===== src/rtl/deser_pkg.sv =====
// Shared constants for the serial-to-parallel deserializer.
// DESER_PARITY_EN adds one trailing even-parity bit to every serial frame.
package deser_pkg;

  localparam int DEFAULT_WIDTH = 3;

`ifdef DESER_PARITY_EN
  localparam int PAR_BITS = 1;
`else
  localparam int PAR_BITS = 0;
`endif

  typedef enum logic [1:0] {
    ST_IDLE  = 2'd0,
    ST_SHIFT = 2'd1,
    ST_HOLD  = 2'd2
  } state_e;

  // Serial bits per frame: data bits plus the optional parity bit.
  function automatic int frame_bits(input int width);
    return width + PAR_BITS;
  endfunction

endpackage


===== src/rtl/deser_3t_if.sv =====
// Serial-in / parallel-out handshake bundle for deser_3t.
// DESER_PARITY_EN adds the m_perr signal.
interface deser_3t_if #(
  parameter int WIDTH = deser_pkg::DEFAULT_WIDTH
);
  logic             s_valid;
  logic             s_bit;
  logic             s_ready;
  logic             m_valid;
  logic [WIDTH-1:0] m_data;
  logic             m_any;
  logic             m_ready;
`ifdef DESER_PARITY_EN
  logic             m_perr;
`endif

  modport slave (
    input  s_valid,
    input  s_bit,
    input  m_ready,
    output s_ready,
    output m_valid,
    output m_data,
`ifdef DESER_PARITY_EN
    output m_perr,
`endif
    output m_any
  );

  modport master (
    output s_valid,
    output s_bit,
    output m_ready,
    input  s_ready,
    input  m_valid,
    input  m_data,
`ifdef DESER_PARITY_EN
    input  m_perr,
`endif
    input  m_any
  );

endinterface


===== src/rtl/deser_or_reduce.sv =====
// WIDTH-input OR reduction feeding the m_any register (zero-delay form of
// the delayed OR gate used in gate-level sims).
module deser_or_reduce #(
  parameter int WIDTH = 3
) (
  input  logic [WIDTH-1:0] in_i,
  output logic             any_o
);

  logic [WIDTH-1:0] chain;

  assign chain[0] = in_i[0];

  generate
    for (genvar gi = 1; gi < WIDTH; gi++) begin : g_or
      assign chain[gi] = chain[gi-1] | in_i[gi];
    end
  endgenerate

  assign any_o = chain[WIDTH-1];

endmodule


===== src/rtl/deser_3t.sv =====
// Serial-to-parallel deserializer: LSB-first bits in, WIDTH-bit words out.
// DESER_PARITY_EN: each frame carries a trailing even-parity bit, flagged on m_perr.
module deser_3t
  import deser_pkg::*;
#(
  parameter int WIDTH = DEFAULT_WIDTH,
  parameter int CNT_W = $clog2(WIDTH + PAR_BITS + 1)
) (
  input logic       clk,
  input logic       rst,
  deser_3t_if.slave bus
);

  localparam int NBITS = frame_bits(WIDTH);

  state_e           state_q, state_d;
  logic [CNT_W-1:0] count_q, count_d;
  logic [WIDTH-1:0] shift_q, shift_d;
  logic [WIDTH-1:0] m_data_q, m_data_d;
  logic             m_any_q, m_any_d;
  logic [WIDTH-1:0] ins_word;
  logic             word_any;
  logic             s_ready;
  logic             s_fire;
`ifdef DESER_PARITY_EN
  logic             m_perr_q, m_perr_d;
`endif

  assign s_ready = (state_q != ST_HOLD) || bus.m_ready;
  assign s_fire  = bus.s_valid && s_ready;

  // Current bit dropped into slot[count]; a parity bit (count==WIDTH) lands nowhere.
  generate
    for (genvar gi = 0; gi < WIDTH; gi++) begin : g_ins
      assign ins_word[gi] = (count_q == CNT_W'(gi)) ? bus.s_bit : shift_q[gi];
    end
  endgenerate

  deser_or_reduce #(.WIDTH(WIDTH)) u_or_reduce (
    .in_i  (ins_word),
    .any_o (word_any)
  );

  always_comb begin
    state_d  = state_q;
    count_d  = count_q;
    shift_d  = shift_q;
    m_data_d = m_data_q;
    m_any_d  = m_any_q;
`ifdef DESER_PARITY_EN
    m_perr_d = m_perr_q;
`endif
    case (state_q)
      ST_IDLE, ST_SHIFT: begin
        if (s_fire) begin
          if (count_q == CNT_W'(NBITS - 1)) begin
            state_d  = ST_HOLD;
            count_d  = '0;
            shift_d  = '0;
            m_data_d = ins_word;
            m_any_d  = word_any;
`ifdef DESER_PARITY_EN
            m_perr_d = bus.s_bit ^ (^shift_q);
`endif
          end else begin
            state_d = ST_SHIFT;
            count_d = count_q + CNT_W'(1);
            shift_d = ins_word;
          end
        end
      end
      ST_HOLD: begin
        // count is 0 here, so a simultaneous bit starts the next word bubble-free.
        if (bus.m_ready) begin
          if (bus.s_valid) begin
            state_d = ST_SHIFT;
            count_d = CNT_W'(1);
            shift_d = ins_word;
          end else begin
            state_d = ST_IDLE;
          end
        end
      end
      default: state_d = ST_IDLE;
    endcase
  end

  always_ff @(posedge clk) begin
    if (rst) begin
      state_q  <= ST_IDLE;
      count_q  <= '0;
      shift_q  <= '0;
      m_data_q <= '0;
      m_any_q  <= 1'b0;
`ifdef DESER_PARITY_EN
      m_perr_q <= 1'b0;
`endif
    end else begin
      state_q  <= state_d;
      count_q  <= count_d;
      shift_q  <= shift_d;
      m_data_q <= m_data_d;
      m_any_q  <= m_any_d;
`ifdef DESER_PARITY_EN
      m_perr_q <= m_perr_d;
`endif
    end
  end

  assign bus.s_ready = s_ready;
  assign bus.m_valid = (state_q == ST_HOLD);
  assign bus.m_data  = m_data_q;
  assign bus.m_any   = m_any_q;
`ifdef DESER_PARITY_EN
  assign bus.m_perr  = m_perr_q;
`endif

endmodule


===== src/flat_wrapper.sv =====
// flat-port wrapper written by rule: the top's interface ports become plain ports
module deser_3t_flat import deser_pkg::*;
#(
  parameter int WIDTH = DEFAULT_WIDTH,
  parameter int CNT_W = $clog2(WIDTH + PAR_BITS + 1)
)
  (clk, rst, bus_s_valid, bus_s_bit, bus_m_ready, bus_s_ready, bus_m_valid, bus_m_data, bus_m_any);
  deser_3t_if #(.WIDTH(WIDTH)) bus_i ();
  input logic clk;
  input logic rst;
  input wire logic [$bits(bus_i.s_valid)-1:0] bus_s_valid;
  input wire logic [$bits(bus_i.s_bit)-1:0] bus_s_bit;
  input wire logic [$bits(bus_i.m_ready)-1:0] bus_m_ready;
  output wire logic [$bits(bus_i.s_ready)-1:0] bus_s_ready;
  output wire logic [$bits(bus_i.m_valid)-1:0] bus_m_valid;
  output wire logic [$bits(bus_i.m_data)-1:0] bus_m_data;
  output wire logic [$bits(bus_i.m_any)-1:0] bus_m_any;
  assign bus_i.s_valid = bus_s_valid;
  assign bus_i.s_bit = bus_s_bit;
  assign bus_i.m_ready = bus_m_ready;
  assign bus_s_ready = bus_i.s_ready;
  assign bus_m_valid = bus_i.m_valid;
  assign bus_m_data = bus_i.m_data;
  assign bus_m_any = bus_i.m_any;
  deser_3t #(.WIDTH(WIDTH), .CNT_W(CNT_W)) u_core (.clk(clk), .rst(rst), .bus(bus_i));
endmodule

===== config.mk =====
export PLATFORM = sky130hd
export DESIGN_NAME = deser_3t_flat
export DESIGN_NICKNAME = d
export VERILOG_FILES = /design/src/rtl/deser_pkg.sv /design/src/rtl/deser_3t_if.sv /design/src/rtl/deser_or_reduce.sv /design/src/rtl/deser_3t.sv /design/src/flat_wrapper.sv
export SDC_FILE = /design/constraint.sdc
export NUM_CORES = 1
export LEC_CHECK = 0
export CORE_AREA = 5 5 42 44
export DETAILED_ROUTE_END_ITERATION = 10
export DIE_AREA = 0 0 47 49
export SLEW_MARGIN = 20
export SYNTH_ARGS = -nofsm -noshare
export SYNTH_HDL_FRONTEND = slang
export SYNTH_SLANG_ARGS = --single-unit

===== constraint.sdc =====
create_clock -name clk -period 2.5 [get_ports clk]
set_input_delay 0.5 -clock clk [delete_from_list [all_inputs] [get_ports clk]]
set_output_delay 0.5 -clock clk [all_outputs]
set_load 0.1 [all_outputs]

Yosys cells after proc, flatten, opt, wreduce, memory -nomap -nowiden
Cells that the tools add are included.
- word-level logic and storage cells: 43
- input port bits: 5
- bits in registers: 11
- bitwise gates (word level): 2
- add/sub/neg operators: 1
- reductions and logical operators: 9
- eq/ne operators: 8
- multiplexer cells: 18
- operators with widths (cell ; count):
    2-bit 2-to-1 mux ; 7
    3-bit 2-to-1 mux ; 4
    2-bit one-hot mux with 2 select lines ; 2
    2-bit inequality test (second input constant) ; 3
    3-bit one-hot mux with 2 select lines ; 1
    2-bit by 1-bit equality test with 1-bit output (second input constant) ; 2
    2-bit equality test (second input constant) ; 2
    2-bit zero test ; 2
    1-bit 2-to-1 mux ; 4
    4-bit AND reduction ; 1
    3-bit AND reduction ; 1
    2-bit by 1-bit adder with 2-bit output (second input constant) ; 1
    2-bit by 1-bit inequality test with 1-bit output (second input constant) ; 1
    1-bit OR ; 2
    2-bit AND reduction ; 1
    2-bit nonzero test ; 1
    2-bit OR reduction ; 1
    1-bit logical AND ; 1
    1-bit logical OR ; 1

Depth between registers and ports, before layout
- depth after elaboration: 5
- mapped depth: 4

By module
Synthesis repeated with hierarchy kept, for this count alone.
- cells, all modules: 57
- area, all modules: 508.0 um2
- modules (own cells, without submodules) (module ; instances ; area each (um2) ; cells an instance):
    deser_3t ; 1 ; 501.7 ; 56
    deser_or_reduce ; 1 ; 6.3 ; 1

Worst setup path before layout
No wires, ideal clock.
- path type: reg-to-output
- start: register u_core.state_q[0]
- end: output port bus_s_ready
- slack: 0.056 ns
- stages on the path, launching flop included: 3
- required time: 2.000 ns
- data arrival time: 1.944 ns
- buffers on the path: 0
- cell sequence: dfxtp_1 -> and2b_1 -> nand2b_1
- word-level cells in the longest chain between the ends: 2
- ends and longest elaborated chain (what ; line ; text):
    start, declared ; deser_3t.sv:16 ; state_e state_q, state_d;
    start signal, assigned ; deser_3t.sv:99 ; state_q <= state_d;
    2-bit inequality test ; deser_3t.sv:29 ; assign s_ready = (state_q != ST_HOLD) || bus.m_ready;
    1-bit logical OR ; deser_3t.sv:29 ;
    end, declared ; flat_wrapper.sv:14 ; output wire logic [$bits(bus_i.s_ready)-1:0] bus_s_ready;
No other way between the ends.

Worst setup path in the final report
- start: input port bus_m_ready
- end: output port bus_s_ready
- word-level cells in the longest chain between the ends: 1
- ends and longest elaborated chain (what ; line ; text):
    start, declared ; flat_wrapper.sv:13 ; input wire logic [$bits(bus_i.m_ready)-1:0] bus_m_ready;
    1-bit logical OR ; deser_3t.sv:29 ;
No other way between the ends.

==> summary.txt <==
CTS
  – CTS Sinks: 10
  – Reg clk slew, reported paths: 0.06 ns
  – Post-CTS sizing: 0
  – CTS tree: built
  – Num CTS Buffers: 3
  – # hold bufs at CTS: 0
  – CTS max path bufs: 2
  – H-tree Lvls: 1
  – Later-pin clock latency in the skew report: around 0.26 ns
  – CTS Root Cell: clkbuf_4
  – Post-CTS Setup Inserts: 0

Synthesis
  – Syn nets: 55
  – Mapped Area: around 430 sq um
  – Async S/R FF share, synth: 0%
  – Top FF cell, synth: dfxtp_1
  – Synthesized area per cell: roughly 8.6 sq um
  – Yosys top cell by area: dfxtp_1
  – Synth cell count leaders: 10 x dfxtp_1, 10 x nor2_1, 4 x a21oi_1
  – Syn Inst Count: 50
  – Yosys warns: 0
  – Post-synth EDFFs: 0
  – Seq cells post-synth: 10
  – Synth area leaders: dfxtp_1 47%, nor2_1 8.7%, mux2i_1 7.0%
  – Yosys top cell area share: 46.51%
  – Register area share after synthesis: a little under half
  – Yosys cell types: 19

Cells and area
  – Share of cells above drive strength 1: 17.74%
  – Antenna Cells: 0
  – Area growth, synth to finish: 31.69%
  – Layout fillers: ~160
  – Nets: 69
  – Final Util: between 40% and 50%

Die
  – Die area: approximately 0.0023 sq mm
  – Die height: between 40 and 50 microns
  – Number of top-level pins: 11
  – Core Area: 0.001401 sq mm
  – Starting Density: 30.71%
  – Width of the die: around 47 microns
  – Row count: 14

Global route
  – Initial antenna violation count: 0
  – First-pass GRT wire length: between 1000 and 1500 microns
  – Overflow after GRT: 0
  – Gr usage total: about 8.7%
  – Largest net degree at the start of global routing: 11
  – Vias in the first global route: approximately 370

Place
  – # port buffers: 10
  – Setup Slack @ Placement: about 0.60 ns
  – Placer Congestion: 0.7051
  – Final HPWL DP: 671.6 microns

Power and ir drop
  – Worst VDD drop: between 0.0002 and 0.0003 V
  – Sw frac: 26.88%
  – Static leakage: approximately 0.22 nW
  – Sequential fraction of design power: between 50 and 60%
  – Internal power: roughly 0.24 mW
  – Clk pwr share: a little under a third
  – Comb pwr share: between 10% and 20%
  – PwrDens: between 500 and 600 mW/mm^2
  – Psw: 0.08979 mW

STA
  – WHS: about 0.47 ns
  – Unrepaired setup endpoints after global routing: no
  – Final Hold Viols: 0
  – Period utilization: between 70% and 80%
  – Final count of pins violating max slew: 0
  – Setup TNS Final: 0 ns
  – # setup viols final: 0
  – Slew at the pin with the worst max-slew slack: roughly 0.36 ns
  – Final WS setup: around 0.65 ns
  – Clock Skews: just over 0.0002 ns
  – Slew headroom: about three quarters
  – Fmax: ~0.54 GHz
  – Tmin final: 1.849 ns

Routing
  – Via-to-Cell Ratio: 4.846
  – Drt pass-1 iters: 2
  – Final wirelength: between 800 and 900 microns
  – First DRT Iteration DRCs: 6
  – WL per Instance: roughly 10 microns
  – Vias: roughly 380
  – Post-DRT Antenna Nets: 0
  – DRC violations left: 0

Worst setup path
  – CP Buf/Inv Count: 2
  – CP startpoint kind: input pin
  – CP Cell Sequence: clkdlybuf4s50_1 > nand2b_1 > buf_12
  – Crit path capture type: output port
  – Crit-path max cell delay: 0.48 ns
  – Slowest CP cell: clkdlybuf4s50_1
  – CP arrival: about 1.4 ns
  – Crit-path max FO: 3
  – WS Path Type: in -> out
  – CP top delay family: buffers and inverters
  – Worst Path Required: ~2.0 ns

Run
  – Max Cap Violations: 0

Run status
  – Outcome: finished clean

Min path
  – Hold/Removal Path Class: reg -> reg
## final timing paths
kind | slack, ns | endpoint | startpoint | depth (start not counted)
setup / recovery | 0.65 | bus_s_ready | bus_m_ready | 3
hold / removal | 0.47 | u_core.shift_q[0] | u_core.shift_q[0] | 2
setup reg to reg | 1.25 | u_core.shift_q[0] | u_core.count_q[1] | 4
hold reg to reg | 0.47 | u_core.shift_q[0] | u_core.shift_q[0] | 2
## power groups by stage
stage                     Combinational (mW)  Clock, mW  Sequential [mW]
final                                 0.0565      0.105            0.172
after global routing                  0.0624      0.116            0.173
after global placement                0.0565          0            0.176
after CTS                             0.0567      0.111            0.172
after floorplan                       0.0287          0            0.187
after detailed placement              0.0566          0            0.176
## through the flow
stage	total power, mW	std cells	area, sq um
2_1_floorplan	0.2155	50	430.4
3_3_place_gp	0.2322	75	544.3
3_5_place_dp	0.2325	75	544.3
4_1_cts	0.3397	78	566.8
5_1_grt	0.3518	78	566.8
6_report	0.3340	78	566.8
## layout by cell type (no fill, tap or decap)
cell type / synthesis / routed
nor2_1: 10 / 10
dfxtp_1: 10 / 10
buf_4: 0 / 5
a21oi_1: 4 / 4
clkdlybuf4s50_1: 0 / 4
nand2b_1: 3 / 3
mux2i_1: 3 / 3
a211oi_1: 3 / 3
inv_1: 3 / 3
clkbuf_4: 0 / 3
nand2_1: 2 / 2
or3_1: 2 / 2
and2b_1: 1 / 1
nor2_2: 1 / 1
nor2b_2: 1 / 1
nor2b_1: 1 / 1
o21ai_1: 1 / 1
a32oi_1: 1 / 1
a311oi_1: 1 / 1
a311o_1: 1 / 1
nand3_1: 1 / 1
buf_12: 0 / 1
## cell type report
| cell class | instances | area (sq um) | area share [%] |
|---|---|---|---|
| clock buffer | 3 | 22.52 | 3.974 |
| inverter | 3 | 11.26 | 1.987 |
| multi-input combinational | 36 | 215.2 | 37.97 |
| sequential | 10 | 200.2 | 35.32 |
| tap | 16 | 20.02 | 3.532 |
| timing repair buffer | 10 | 97.59 | 17.22 |
## logic make-up (layout without fill, tap and decap cells)
group / Yosys count / in the layout / synth area share [%]
and+or+nand+nor: 22 / 22 / 25.58
AOI/OAI and AO/OA: 11 / 11 / 17.44
DFF: 10 / 10 / 46.51
buffers and inverters: 4 / 16 / 3.487
muxes: 3 / 3 / 6.977
## worst register-to-register path, delay by kind of cell (launching register included)
kind               cells  cell delay [ns]
AOI/OAI and AO/OA      1             0.14
muxes                  1             0.14
and+or+nand+nor        2             0.55
DFF                    1             0.35
## layer usage
metal / GRT usage (%) / share of wire, % / wire [microns]
met1: 9.577 / 45 / 369
met4: 5.530 / 0 / 0
met2: 12.67 / 50 / 409
met3: 4.428 / 4.9 / 40
met5: 0 / 0 / 0
## flip-flops by register name, summed over array words and instances, names as in the netlist
register           flops
u_core.state_q         2
u_core.bus.m_any       1
u_core.bus.m_data      3
u_core.shift_q         2
u_core.count_q         2
(Power assumes the default switching activity.)
